[config.mk]
export PLATFORM = sky130hd
export DESIGN_NAME = wall_scroll_ctrl
export DESIGN_NICKNAME = d
export VERILOG_FILES = /design/src/rtl/game_pkg.sv /design/src/rtl/lfsr8.sv /design/src/rtl/wall_scroll_ctrl.sv
export SDC_FILE = /design/constraint.sdc
export NUM_CORES = 1
export LEC_CHECK = 0
export BUFFER_PORTS_ARGS = -buffer_cell sky130_fd_sc_hd__clkbuf_2
export CORE_MARGIN = 2
export CORE_UTILIZATION = 61
export CTS_BUF_LIST = sky130_fd_sc_hd__clkbuf_8
export CTS_CLUSTER_DIAMETER = 60
export DETAILED_ROUTE_END_ITERATION = 8
export PLACE_DENSITY = 0.85
export SLEW_MARGIN = 20
export SYNTH_ARGS = -nofsm -noshare
export SYNTH_HDL_FRONTEND = slang
export SYNTH_SLANG_ARGS = --single-unit
[constraint.sdc]
create_clock -name clk -period 4.1 [get_ports clk]
set_input_delay 0.41 -clock clk [delete_from_list [all_inputs] [get_ports clk]]
set_output_delay 0.41 -clock clk [all_outputs]
set_load 0.005 [all_outputs]
[src/rtl/game_pkg.sv]
// Shared game constants: FSM encodings, LFSR seed/taps and the LFSR step function.
// Latency: n/a (types and constants only).
// Backpressure: n/a.
package game_pkg;

   typedef enum logic [1:0] {
      IDLE = 2'b00,
      RUN  = 2'b01,
      STOP = 2'b11
   } game_state_t;

   // Fibonacci taps for x^8+x^6+x^5+x^4+1: bits 7,5,4,3 of a left-shifting register.
   localparam logic [7:0] LFSR_SEED = 8'hA5;
   localparam logic [7:0] LFSR_TAPS = 8'hB8;

   // One LFSR step. Bit 7 is part of the feedback, so the map is invertible and a
   // nonzero state can never become zero.
   function automatic logic [7:0] lfsr_next(input logic [7:0] cur);
      return {cur[6:0], ^(cur & LFSR_TAPS)};
   endfunction

endpackage

[src/rtl/lfsr8.sv]
// 8-bit maximal-length LFSR used as the gap-height random source.
// Latency: advances once per clock in every state; q is the registered value.
// Backpressure: none, free-running.
module lfsr8
   import game_pkg::*;
(
   input  logic       clk,
   input  logic       resetn,
   output logic [7:0] q
);

   // Shift every clock; reload the seed on reset.
   always_ff @(posedge clk) begin
      if (!resetn) begin
         q <= LFSR_SEED;
      end else begin
         q <= lfsr_next(q);
      end
   end

endmodule

[src/rtl/wall_scroll_ctrl.sv]
// Scrolls NUM_WALLS walls leftwards per frame tick, wraps them with a new random gap, and scores wraps.
// Latency: positions/respawn/score update one cycle after the tick; running/stopped decode the state register.
// Backpressure: none; touched pre-empts a simultaneous frame_tick, STOP ignores ticks.
module wall_scroll_ctrl
   import game_pkg::*;
#(
   parameter int NUM_WALLS = 3,
   parameter int X_W       = 9,
   parameter int SCREEN_W  = 160,
   parameter int SPACING   = 64,
   parameter int GAP_MIN   = 16
) (
   input  logic                     clk,
   input  logic                     resetn,
   input  logic                     start,
   input  logic                     touched,
   input  logic                     frame_tick,
   input  logic [2:0]               speed,
   output logic [NUM_WALLS*X_W-1:0] wall_x,
   output logic [NUM_WALLS*7-1:0]   gap_y,
   output logic [NUM_WALLS-1:0]     respawn,
   output logic [7:0]               score,
   output logic                     running,
   output logic                     stopped
);

   // Distance added on a wrap: the full ring of walls.
   localparam logic [X_W-1:0] WRAP_DIST = X_W'(NUM_WALLS * SPACING);

   // Elaboration-time sanity checks on the geometry.
   if (X_W < $clog2(SCREEN_W + NUM_WALLS * SPACING)) begin : g_xw_check
      $error("wall_scroll_ctrl: X_W too narrow for SCREEN_W + NUM_WALLS*SPACING");
   end
   if (SPACING < 8 || SPACING > 255) begin : g_spacing_check
      $error("wall_scroll_ctrl: SPACING must be in 8..255");
   end

   game_state_t          state;
   game_state_t          state_nxt;
   logic [7:0]           lfsr_q;
   logic [2:0]           s_eff;
   logic                 step;
   logic [NUM_WALLS-1:0] wrap_vec;
   logic                 lfsr_unused;

   lfsr8 u_lfsr (
      .clk    (clk),
      .resetn (resetn),
      .q      (lfsr_q)
   );

   // Only the low six LFSR bits feed the gap height.
   assign lfsr_unused = ^lfsr_q[7:6];

   // A zero speed would freeze the game, so it is promoted to one pixel per tick.
   assign s_eff = (speed == 3'd0) ? 3'd1 : speed;

   // Movement happens only on an uncontested tick while running.
   assign step = (state == RUN) && frame_tick && !touched;

   assign running = (state == RUN);
   assign stopped = (state == STOP);

   // State register.
   always_ff @(posedge clk) begin
      if (!resetn) begin
         state <= IDLE;
      end else begin
         state <= state_nxt;
      end
   end

   // Next-state logic; illegal encodings fall back to IDLE.
   always_comb begin
      state_nxt = state;
      case (state)
         IDLE:    if (start)   state_nxt = RUN;
         RUN:     if (touched) state_nxt = STOP;
         STOP:    if (start)   state_nxt = IDLE;
         default: state_nxt = IDLE;
      endcase
   end

   // Per-wall position, gap and respawn pulse.
   for (genvar i = 0; i < NUM_WALLS; i++) begin : g_wall
      localparam logic [X_W-1:0] X_INIT   = X_W'(SCREEN_W + i * SPACING);
      localparam logic [6:0]     GAP_INIT = 7'(GAP_MIN + 16 * i);

      logic [X_W-1:0] x_q;
      logic [6:0]     gap_q;
      logic           rsp_q;

      assign wrap_vec[i] = (x_q < X_W'(s_eff));

      // IDLE keeps reloading the start layout; RUN ticks move or wrap the wall.
      always_ff @(posedge clk) begin
         if (!resetn || state == IDLE) begin
            x_q   <= X_INIT;
            gap_q <= GAP_INIT;
            rsp_q <= 1'b0;
         end else if (step) begin
            rsp_q <= wrap_vec[i];
            if (wrap_vec[i]) begin
               x_q   <= x_q + WRAP_DIST - X_W'(s_eff);
               gap_q <= 7'(GAP_MIN) + {1'b0, lfsr_q[5:0]};
            end else begin
               x_q   <= x_q - X_W'(s_eff);
            end
         end else begin
            rsp_q <= 1'b0;
         end
      end

      assign wall_x[i*X_W +: X_W] = x_q;
      assign gap_y[i*7 +: 7]      = gap_q;
      assign respawn[i]           = rsp_q;
   end

   // Score counts wrapping ticks (at most one wrap per tick) and saturates.
   always_ff @(posedge clk) begin
      if (!resetn || state == IDLE) begin
         score <= 8'd0;
      end else if (step && (|wrap_vec) && (score != 8'hFF)) begin
         score <= score + 8'd1;
      end
   end

endmodule

==> parameters.txt, run 1 <==
Parameter                              Value

Layout
  Area delta synth->final    13.5%
  Antenna cells    0
  Number of nets in the final layout    between 500 and 600
  Share of cells above drive strength 1    0.182

Yosys
  EDFF count, synth    0
  Number of synthesized register bits    69
  Portion of synthesized cell area occupied by the leading cell type    0.326
  Synth async-reset ratio    0
  Cells after Synth    476
  Most used DFF post-synth    sky130_fd_sc_hd__dfxtp_1
  Number of distinct library cells after synthesis    ~60
  Area of the mapped netlist    0.00424 sq mm
  Cell taking the most area after synthesis    sky130_fd_sc_hd__dfxtp_1
  Number of nets in the synthesized netlist    534
  Sequential area share after synthesis    0.326
  Ranking of synthesized cells by area    sky130_fd_sc_hd__dfxtp_1 (33%), sky130_fd_sc_hd__ha_1 (12%), sky130_fd_sc_hd__nor2_1 (4.8%)
  Synthesized area per cell    8.90 sq um
  Yosys warning total    0

Power
  Gate power share    0.097
  Tot Pwr    approximately 1400 uW
  Share of total power consumed by net switching    0.296
  Internal Power    between 900 and 1000 uW
  Power share of the sequential group    0.505
  Switching Power    407 uW
  Pwr per Cell Area    286 mW/mm^2
  Leakage component of the power    ~0.0022 uW
  Part of the total power dissipated in the clock network    0.398
  Worst supply voltage drop on vdd    326 uV

Setup path
  Worst Path Class, Setup    in2reg
  Worst reg2reg setup slack    1540 ps
  Arrival time of the worst setup path    2810 ps
  Launching element type of the critical path    input pin
  Crit-path max cell delay    530 ps
  Largest fanout on the critical path    10
  Slowest stage cell on the critical path    sky130_fd_sc_hd__a2111oi_0
  Required time of the critical path    approximately 4300 ps
  Endpoint class of the critical path    flip-flop
  Launching element of the worst setup path    speed[1]
  Ordered cell list for the critical path    clkbuf_2 > inv_1 > ha_1 > fa_1 > and3b_1 > nand3_2 > a2111oi_0 > or3_1 > a21oi_1
  Worst reg2reg endpoint    g_wall[0].x_q[8]
  Critical register-to-register path startpoint    g_wall[0].x_q[1]
  Number of cells traversed by the worst register-to-register path    7

Clocking
  Number of hold buffers added after CTS    0
  Clk buf depth    2
  H-tree levels    3
  Clk sinks    69
  Insertion delay to the later sink of the worst-skew pair    approximately 360 ps
  CTS resizes    0
  TritonCTS clock tree    yes
  Post-CTS setup repair buffer count    0
  Clock slew at reported path FFs    90 ps
  CTS Buf Count    9
  Master cell of the clock root buffer    sky130_fd_sc_hd__clkbuf_8

Worst hold path
  Tightest Hold Check Type    in2reg
  Number of stages on the worst hold path    2
  Hold Crit Endpoint    state[0]
  Worst hold path startpoint    start

Global routing
  Wire length of the first global-routing pass    16.3 mm
  Overall fraction of global-route tracks in use    0.273
  Via count of the first global-routing pass    about 3400
  Largest net degree at the start of global routing    28
  Leftover overflow at the end of global routing    0
  Number of antenna violations at the first check in global routing    0

Timing
  Minimum period implied by the final worst setup slack    2590 ps
  Setup repair after global routing missed its margin    false
  TNS Setup    0 ps
  Number of endpoints with negative hold slack in the final report    0
  Max Clk Rate    386 MHz
  Clock skew    8.71 ps
  Total count of max-transition violations in the final report    0
  Worst max-slew margin expressed relative to the limit    0.511
  Number of setup violations in the final report    0
  Share of the clock period used by the worst path    0.632
  Transition time of the tightest slew-check pin    730 ps

Run
  Number of max-capacitance violations reported    0

Placement
  Quantity of I/O buffers inserted on ports    68
  Gpl congestion    0.940
  Placed wire-length estimate after detailed placement    7.26 mm

Detailed routing
  Via count normalized by instance count    5.94
  Post-DR wirelength/cell    16.3 um
  Number of DRC markers after the initial detailed-route iteration    237
  Routed wire length    10.2 mm
  Drt pass-1 iters    5
  Post-route DRC    0
  Total via count after detailed routing    3708
  Number of routed nets with antenna violations    0

Floorplanning
  Core Box Area    0.00676 sq mm
  Die extent in x    87.3 um
  Total Die Area    0.00763 sq mm
  Standard-cell row count    30
  Initial Util    0.627
  Vertical extent of the die    ~87 um
  I/O pin total    69

Outcome
  Status    finished, final reports clean
[critical path, delay by kind of cell]
kind | cells | cell delay, ps
AND/OR/NAND/NOR | 3 | 850
adder cells (fa/ha/maj) | 2 | 670
AO/OA/AOI/OAI | 2 | 590
buffers and inverters | 2 | 300
[registers in the layout, indices dropped and copies added (netlist names)]
signal and flops:
g_wall.rsp_q 3, score 8, u_lfsr.q 8, g_wall.gap_q 21, g_wall.x_q 27, state 2
[through the flow]
step	hold WS, ps	utilization	cells	instance area (sq um)	setup WS [ps]
after floorplan	386	-	476	4240	1730
after global placement	390	0.684	608	4620	1290
after detailed placement	421	0.684	608	4620	1150
after CTS	284	0.711	624	4810	1530
after global routing	291	0.711	624	4810	1340
final	292	0.711	624	4810	1510
[kinds of logic (layout without fill, tap and decap cells)]
logic type,count (synthesis),in the layout,synth area share
mux,20,20,0.0473
simple gates,154,154,0.190
fa+ha+maj,50,50,0.164
flops,69,69,0.326
buf+inv,63,131,0.0606
xor+xnor,19,19,0.0393
compound gates,101,101,0.173
[how the worst max path moves through the flow]
stage	endpoint	cells past startpoint
floorplan	g_wall[0].x_q[8]	8
global placement	g_wall[0].x_q[8]	9
detailed placement	g_wall[0].x_q[8]	9
CTS	g_wall[0].x_q[8]	9
global route	g_wall[0].x_q[8]	9
finish	g_wall[0].x_q[8]	9
[cells in the final DEF (no fill, tap or decap), types with 14 or more instances in the layout]
cell type,instances
sky130_fd_sc_hd__nor2_1,54
sky130_fd_sc_hd__xnor2_1,14
sky130_fd_sc_hd__nor3_1,15
sky130_fd_sc_hd__a21oi_1,22
sky130_fd_sc_hd__clkbuf_2,68
sky130_fd_sc_hd__o21ai_0,16
sky130_fd_sc_hd__ha_1,41
sky130_fd_sc_hd__inv_1,44
sky130_fd_sc_hd__mux2i_1,20
sky130_fd_sc_hd__dfxtp_1,69
sky130_fd_sc_hd__nand2_1,29
[synth_stat cells, types with 4 or more instances]
master	number
sky130_fd_sc_hd__a211oi_1	13
sky130_fd_sc_hd__a21oi_1	22
sky130_fd_sc_hd__a31oi_1	4
sky130_fd_sc_hd__and2_1	6
sky130_fd_sc_hd__and3_1	5
sky130_fd_sc_hd__clkbuf_1	12
sky130_fd_sc_hd__dfxtp_1	69
sky130_fd_sc_hd__fa_1	9
sky130_fd_sc_hd__ha_1	41
sky130_fd_sc_hd__inv_1	44
sky130_fd_sc_hd__mux2i_1	20
sky130_fd_sc_hd__nand2_1	29
sky130_fd_sc_hd__nand2b_1	7
sky130_fd_sc_hd__nand3_1	7
sky130_fd_sc_hd__nor2_1	54
sky130_fd_sc_hd__nor2b_1	4
sky130_fd_sc_hd__nor3_1	15
sky130_fd_sc_hd__o211ai_1	4
sky130_fd_sc_hd__o21a_1	4
sky130_fd_sc_hd__o21ai_0	17
sky130_fd_sc_hd__o21bai_1	7
sky130_fd_sc_hd__o31ai_1	5
sky130_fd_sc_hd__or3_1	4
sky130_fd_sc_hd__xnor2_1	14
sky130_fd_sc_hd__xor2_1	5
[metal layers]
layer / track usage / part of all wire
met5: 0 / 0
met1: 0.338 / 0.41
met3: 0.0474 / 0.056
met2: 0.463 / 0.51
met4: 0.120 / 0.023
[power by group through the flow]
stage	Clock (uW)	Combinational (uW)	Sequential [uW]
3_3_place_gp	0	126	709
2_1_floorplan	0	97.7	705
4_1_cts	553	133	694
3_5_place_dp	0	131	709
6_report	548	134	694
5_1_grt	584	151	696
[cell type report]
cell class,count,area (sq um)
clock buffer,9,124
clock inverter,7,65.1
fill,540,1950
inverter,44,165
multi-input combinational,344,2610
sequential,69,1380
tap,80,100
timing repair buffer,71,363
Note: power is estimated with default switching activity, not from simulation.
==> run 2, diff against run 1 <==
Settings changed: ABC_AREA set to 1, CORE_UTILIZATION 61 to 54, PLACE_DENSITY 0.85 to 0.79.
Clock period 4.1 ns to 2.2 ns, I/O delays scaled along.
==> run 2 against run 1 <==
First-iteration DRC count shrank 3.8%; sequential cell count is the same; design area grew 8.0%; synthesized cell count grew 32%; combinational power grew 110%; highest routed layer unchanged; area after synthesis grew 6.7%; register-to-register slack lost 1400 ps; routed wire length grew 6.3%; die area grew 20%; final cell count grew 31%; sequential share of layout area shrank 2.1 points.
==> parameters.txt, run 2 <==
Parameter                              Value

Outcome
  Status    finished, final reports clean

Floorplanning
  Vertical extent of the die    95.5 um (+9.4%)
  Initial Util    0.553 (-0.0739)
  Core Box Area    0.00818 sq mm (+21%)
  Standard-cell row count    33 (+10%)
  I/O pin total    69 (unchanged)
  Total Die Area    0.00912 sq mm (+20%)
  Die extent in x    95.5 um (+9.4%)

Placement
  Gpl congestion    0.880 (-6.3%)
  Quantity of I/O buffers inserted on ports    68 (unchanged)
  Setup Slack @ Placement    -15.0 ps (-1160 ps)
  Placed wire-length estimate after detailed placement    8.01 mm (+10%)

Layout
  Largest registers    g_wall.x_q: 27 flops, g_wall.gap_q: 21 flops
  Area delta synth->final    14.8%
  Top register by number of flip-flops    g_wall.x_q
  Most used cells in the layout excluding fill and tap cells    sky130_fd_sc_hd__nand2_1 (118), sky130_fd_sc_hd__inv_1 (102), sky130_fd_sc_hd__nand3_1 (69), sky130_fd_sc_hd__clkbuf_2 (68), sky130_fd_sc_hd__dfxtp_1 (67)
  Max reg flops    27 (unchanged)
  Share of cells above drive strength 1    0.194 (+0.0124)
  Antenna cells    0 (unchanged)
  Number of nets in the final layout    763 (+28%)
  Most common library cell in the layout ignoring fill and taps    sky130_fd_sc_hd__nand2_1
  Count of filler cells inserted in the layout    762 (+41%)

Setup path
  Endpoint class of the critical path    flip-flop
  Launching element type of the critical path    flip-flop
  Worst Path Class, Setup    reg2reg
  Arrival time of the worst setup path    2320 ps (-490 ps)
  Largest fanout on the critical path    3 (-7)
  Required time of the critical path    2450 ps (-1870 ps)

Worst hold path
  Tightest Hold Check Type    in2reg

Clocking
  Master cell of the clock root buffer    sky130_fd_sc_hd__clkbuf_8
  TritonCTS clock tree    yes
  H-tree levels    3 (unchanged)
  Number of hold buffers added after CTS    0 (unchanged)
  Clk buf depth    2 (unchanged)
  Clk sinks    69 (unchanged)
  Clock slew at reported path FFs    90 ps (about the same)
  CTS Buf Count    9 (unchanged)
  Insertion delay to the later sink of the worst-skew pair    360 ps (about the same)

Timing
  Number of setup violations in the final report    0 (unchanged)
  Number of endpoints with negative hold slack in the final report    0 (unchanged)
  Share of the clock period used by the worst path    0.938
  Post-route worst hold slack    125 ps (-167 ps)
  Worst max-slew margin expressed relative to the limit    0.508 (-0.00314)
  Max Clk Rate    slightly below 500 MHz
  Minimum period implied by the final worst setup slack    just over 2000 ps
  Min setup slack post-route    137 ps (-1370 ps)
  Total count of max-transition violations in the final report    0 (unchanged)
  Clock skew    9.47 ps (+0.758 ps)
  Transition time of the tightest slew-check pin    737 ps (+6.41 ps)
  TNS Setup    0 ps (unchanged)

Yosys
  Portion of synthesized cell area occupied by the leading cell type    0.306 (-0.0206)
  Cell with the most instances after synthesis    sky130_fd_sc_hd__nand2_1
  Sequential area share after synthesis    0.306 (-0.0206)
  Number of nets in the synthesized netlist    686 (+28%)
  Ranking of synthesized cells by area    sky130_fd_sc_hd__dfxtp_1 (31%), sky130_fd_sc_hd__ha_1 (11%), sky130_fd_sc_hd__nand2_1 (9.8%)
  Synthesized area per cell    7.20 sq um (-19%)
  Number of distinct library cells after synthesis    38 (-38%)
  Cell taking the most area after synthesis    sky130_fd_sc_hd__dfxtp_1
  Cells after Synth    628 (+32%)
  Most used DFF post-synth    sky130_fd_sc_hd__dfxtp_1
  Yosys warning total    0 (unchanged)
  Most instantiated cells after synthesis    sky130_fd_sc_hd__nand2_1 (118), sky130_fd_sc_hd__inv_1 (102), sky130_fd_sc_hd__dfxtp_1 (69), sky130_fd_sc_hd__nand3_1 (69), sky130_fd_sc_hd__a21oi_1 (59)
  Synth async-reset ratio    0 (unchanged)
  EDFF count, synth    0 (unchanged)
  Area of the mapped netlist    0.00452 sq mm (+6.7%)
  Number of synthesized register bits    69 (unchanged)

Global routing
  Wire length of the first global-routing pass    17.9 mm (+9.6%)
  Overall fraction of global-route tracks in use    0.249 (-0.0234)
  Number of antenna violations at the first check in global routing    0 (unchanged)
  Leftover overflow at the end of global routing    0 (unchanged)
  Largest net degree at the start of global routing    44 (+57%)
  Via count of the first global-routing pass    4006 (+16%)

Detailed routing
  Number of DRC markers after the initial detailed-route iteration    228 (-3.8%)
  Total via count after detailed routing    4340 (+17%)
  Routed wire length    10.8 mm (+6.3%)
  Via count normalized by instance count    5.33 (-10%)
  Drt pass-1 iters    5 (unchanged)
  Number of routed nets with antenna violations    0 (unchanged)
  Post-route DRC    0 (unchanged)
  Post-DR wirelength/cell    13.3 um (-19%)

Power
  Pwr per Cell Area    498 mW/mm^2 (+74%)
  Worst supply voltage drop on vdd    329 uV (+0.88%)
  Leakage component of the power    0.00256 uW (+17%)

Run
  Number of max-capacitance violations reported    0 (unchanged)
-- run 2: changes by cell type after synthesis, sizes merged, moves of 9 or more --
cell,change
mux2i,-20
nor2,-13
nand4,+14
a211oi,-12
nor3,-9
nand3,+62
inv,+64
o21ai,+19
nand2,+90
buf,+9
xnor2,-13
clkbuf,-9
a21oi,+40
-- run 2: worst max-delay path, stage by stage (launching register included) --
cell	delay (ps)
sky130_fd_sc_hd__dfxtp_2	350
sky130_fd_sc_hd__inv_1	40
sky130_fd_sc_hd__ha_1	220
sky130_fd_sc_hd__inv_1	80
sky130_fd_sc_hd__ha_1	170
sky130_fd_sc_hd__inv_1	60
sky130_fd_sc_hd__fa_1	410
sky130_fd_sc_hd__inv_1	120
sky130_fd_sc_hd__nand3_1	90
sky130_fd_sc_hd__nand3_1	80
sky130_fd_sc_hd__xor2_1	160
sky130_fd_sc_hd__nand2_1	80
sky130_fd_sc_hd__nand3_1	70
sky130_fd_sc_hd__nand2_1	50
-- run 2: per-layer routing --
metal  track usage  routed length (um)  share of wire
met1         0.327                4770           0.44
met2         0.412                5250           0.49
met3        0.0451                 670          0.062
met4        0.0881                 109          0.010
met5             0                   0              0
-- run 2: kinds of logic after synthesis --
kind of cell	count (synthesis)	share of synthesized area
buf+inv	128	0.120
fa+ha+maj	50	0.153
compound gates	106	0.126
simple gates	267	0.280
xor+xnor	8	0.0155
flops	69	0.306
-- run 2: stage by stage --
step | util | instance area, sq um | cells | power [uW]
2_1_floorplan | - | 4520 | 628 | 1510
6_report | 0.635 | 5190 | 815 | 2580
4_1_cts | 0.629 | 5140 | 810 | 2610
3_3_place_gp | 0.606 | 4950 | 794 | 1570
3_5_place_dp | 0.606 | 4950 | 794 | 1580
5_1_grt | 0.635 | 5190 | 815 | 2690
-- run 2: final cells by class --
cell class / instances / area, sq um / area share
multi-input combinational: 431 / 2610 / 0.502
tap: 105 / 131 / 0.0253
inverter: 109 / 415 / 0.0800
timing repair buffer: 85 / 468 / 0.0902
clock buffer: 9 / 124 / 0.0239
sequential: 69 / 1380 / 0.267
clock inverter: 7 / 62.6 / 0.0121
-- run 2: timing repair --
action,in CTS,in global routing
endpoints found under the setup margin,0,17
gates resized for setup,0,7
buffers inserted,0,5
-- run 2: where the power goes --
part	switching, uW	internal [uW]	leakage (uW)	total, uW
logic	178	97.0	0.00190	275
registers	15.6	1270	0.000560	1280
clock network	590	435	0.0000931	1030
-- run 2: worst paths after layout --
check / start / to / cells past startpoint / slack, ps
worst max-delay path: g_wall[2].x_q[0] / g_wall[2].x_q[5] / 13 / 140
worst min-delay path: start / state[0] / 3 / 120
worst max register to register: g_wall[2].x_q[0] / g_wall[2].x_q[5] / 13 / 140
worst min register to register: u_lfsr.q[6] / u_lfsr.q[7] / 2 / 430
==> run 3, diff against run 2 <==
Settings changed: PLACE_DENSITY 0.79 to unset, PLACE_DENSITY_LB_ADDON set to 0.15.
==> run 3 against run 2 <==
Final cell count fell by 0.12%; total power rose by 0.24%; critical path type unchanged; clock skew increased by 5.7 ps; first-iteration DRC count is 40% lower; sequential share of layout area is essentially flat; utilization about the same; count of clock-buffer cells in the layout unchanged; highest routed layer unchanged.
==> parameters.txt, run 3 (same netlist as run 2, synthesis figures left out) <==
Parameter                              Value

Outcome
  Status    finished, final reports clean

Floorplanning
  Core Box Area    0.00818 sq mm (unchanged)
  Vertical extent of the die    95.5 um (unchanged)
  I/O pin total    69 (unchanged)
  Standard-cell row count    33 (unchanged)
  Initial Util    0.553 (unchanged)
  Total Die Area    0.00912 sq mm (unchanged)
  Die extent in x    95.5 um (unchanged)

Placement
  Placed wire-length estimate after detailed placement    7.76 mm (-3.1%)
  Setup Slack @ Placement    -24.1 ps (-9.04 ps)
  Post-placement cell area    0.00495 sq mm (unchanged)
  Gpl congestion    0.895 (+1.6%)
  Quantity of I/O buffers inserted on ports    68 (unchanged)

Setup path
  Largest fanout on the critical path    6 (+3)
  Family with the most delay on the worst path    adder cells
  Worst reg2reg setup slack    170 ps (+40 ps)
  Arrival time of the worst setup path    2320 ps (about the same)
  Cell with the most instances on the worst path    sky130_fd_sc_hd__buf_4
  Launching element type of the critical path    flip-flop
  Slowest stage cell on the critical path    sky130_fd_sc_hd__fa_1
  Ordered cell list for the critical path    ha_1 > fa_1 > inv_1 > nand4_4 > buf_4 > buf_4 > or2_2 > a31oi_1
  Crit-path max cell delay    360 ps (-50 ps)
  Worst Path Class, Setup    reg2reg
  Endpoint class of the critical path    flip-flop
  Number of buffers and inverters on the critical path    3 (-1)
  Required time of the critical path    2490 ps (+40 ps)

Timing
  Total count of max-transition violations in the final report    0 (unchanged)
  Share of the clock period used by the worst path    0.921 (-0.0163)
  Min setup slack post-route    173 ps (+36.0 ps)
  Number of endpoints with negative hold slack in the final report    0 (unchanged)
  Setup repair after global routing missed its margin    false
  Max Clk Rate    493 MHz (+1.8%)
  Clock skew    15.1 ps (+5.67 ps)
  Worst max-slew margin expressed relative to the limit    0.532 (+0.0243)
  Number of setup violations in the final report    0 (unchanged)
  Post-route worst hold slack    97.0 ps (-27.7 ps)
  Minimum period implied by the final worst setup slack    2030 ps (-36.0 ps)
  Transition time of the tightest slew-check pin    700 ps (-36.4 ps)

Layout
  Largest registers    g_wall.x_q: 27 flops, g_wall.gap_q: 21 flops
  Number of nets in the final layout    762 (-0.13%)
  Most common library cell in the layout ignoring fill and taps    sky130_fd_sc_hd__nand2_1
  Most used cells in the layout excluding fill and tap cells    sky130_fd_sc_hd__nand2_1 (118), sky130_fd_sc_hd__inv_1 (101), sky130_fd_sc_hd__nand3_1 (69), sky130_fd_sc_hd__dfxtp_1 (68), sky130_fd_sc_hd__clkbuf_2 (68)
  Final Cell Area    0.00519 sq mm (about the same)
  Antenna cells    0 (unchanged)
  Top register by number of flip-flops    g_wall.x_q
  Area delta synth->final    14.8% (about the same)
  Max reg flops    27 (unchanged)
  Share of cells above drive strength 1    0.193 (-0.00114)

Worst hold path
  Tightest Hold Check Type    in2reg

Detailed routing
  Number of DRC markers after the initial detailed-route iteration    136 (-40%)
  Routed wire length    10.3 mm (-4.5%)
  Number of routed nets with antenna violations    0 (unchanged)
  Via count normalized by instance count    5.18 (-2.8%)
  Total via count after detailed routing    4214 (-2.9%)
  Post-route DRC    0 (unchanged)
  Post-DR wirelength/cell    12.7 um (-4.4%)
  Drt pass-1 iters    4 (-1)

Clocking
  Number of hold buffers added after CTS    0 (unchanged)
  Insertion delay to the later sink of the worst-skew pair    360 ps (about the same)
  Clock slew at reported path FFs    90 ps (about the same)
  TritonCTS clock tree    yes
  Clk buf depth    2 (unchanged)
  H-tree levels    3 (unchanged)
  Clk sinks    69 (unchanged)
  Master cell of the clock root buffer    sky130_fd_sc_hd__clkbuf_8
  CTS Buf Count    9 (unchanged)

Global routing
  Largest net degree at the start of global routing    43 (-2.3%)
  Number of antenna violations at the first check in global routing    0 (unchanged)
  Wire length of the first global-routing pass    17.2 mm (-3.7%)
  Via count of the first global-routing pass    3799 (-5.2%)
  Overall fraction of global-route tracks in use    0.239 (-0.0106)
  Leftover overflow at the end of global routing    0 (unchanged)

Power
  Leakage component of the power    0.00255 uW (-0.32%)
  Pwr per Cell Area    499 mW/mm^2 (+0.27%)
  Worst supply voltage drop on vdd    483 uV (+47%)

Run
  Number of max-capacitance violations reported    0 (unchanged)
run 3: final timing paths:
| kind | depth (start not counted) | to | from |
|---|---|---|---|
| setup / recovery | 8 | g_wall[0].x_q[2] | g_wall[0].x_q[1] |
| hold / removal | 3 | state[0] | start |
| setup reg to reg | 8 | g_wall[0].x_q[2] | g_wall[0].x_q[1] |
| hold reg to reg | 2 | u_lfsr.q[7] | u_lfsr.q[6] |
run 3: worst reg2reg max path, delay by kind of cell (launching register included):
family,cells,cell delay [ps]
buffers and inverters,3,470
adder cells (fa/ha/maj),2,600
AND/OR/NAND/NOR,2,430
flip-flops,1,350
AO/OA/AOI/OAI,1,120
run 3: timing repair:
| action | in CTS | in global routing |
|---|---|---|
| setup endpoints to repair | 0 | 14 |
| endpoints found under the hold margin | 0 | 0 |
| buffers inserted | 0 | 4 |
| resized for setup | 0 | 10 |
run 3: metal layers:
metal	GRT usage	vias to the layer above	part of all wire	routed length [um]
li1	-	2182	-	-
met1	0.321	1938	0.48	4910
met2	0.397	85	0.47	4880
met3	0.0395	9	0.040	415
met4	0.0655	0	0.011	116
met5	0	-	0	0
run 3: power by group:
part | total [uW] | internal [uW] | switching, uW | leakage [uW]
sequential | 1280 | 1270 | 15.7 | 0.000560
clock | 1030 | 437 | 595 | 0.0000943
combinational | 275 | 99.1 | 176 | 0.00189
total | 2590 | 1800 | 786 | 0.00255
run 3: area by class of cell:
class,count,area [sq um]
well taps,105,131
inverters,109,420
clock inverters,7,65.1
repair buffers,84,460
flip-flops and latches,69,1380
fillers,761,2990
multi-input cells,431,2610
clock buffers,9,124
run 3: metrics by stage:
| stage | total power (uW) | setup TNS, ps | cells | utilization |
|---|---|---|---|---|
| global placement | 1580 | 0 | 794 | 0.606 |
| detailed placement | 1580 | -24.8 | 794 | 0.606 |
| global route | 2700 | 0 | 814 | 0.635 |
| CTS | 2610 | 0 | 810 | 0.629 |
| floorplan | 1510 | 0 | 628 | - |
| finish | 2590 | 0 | 814 | 0.635 |
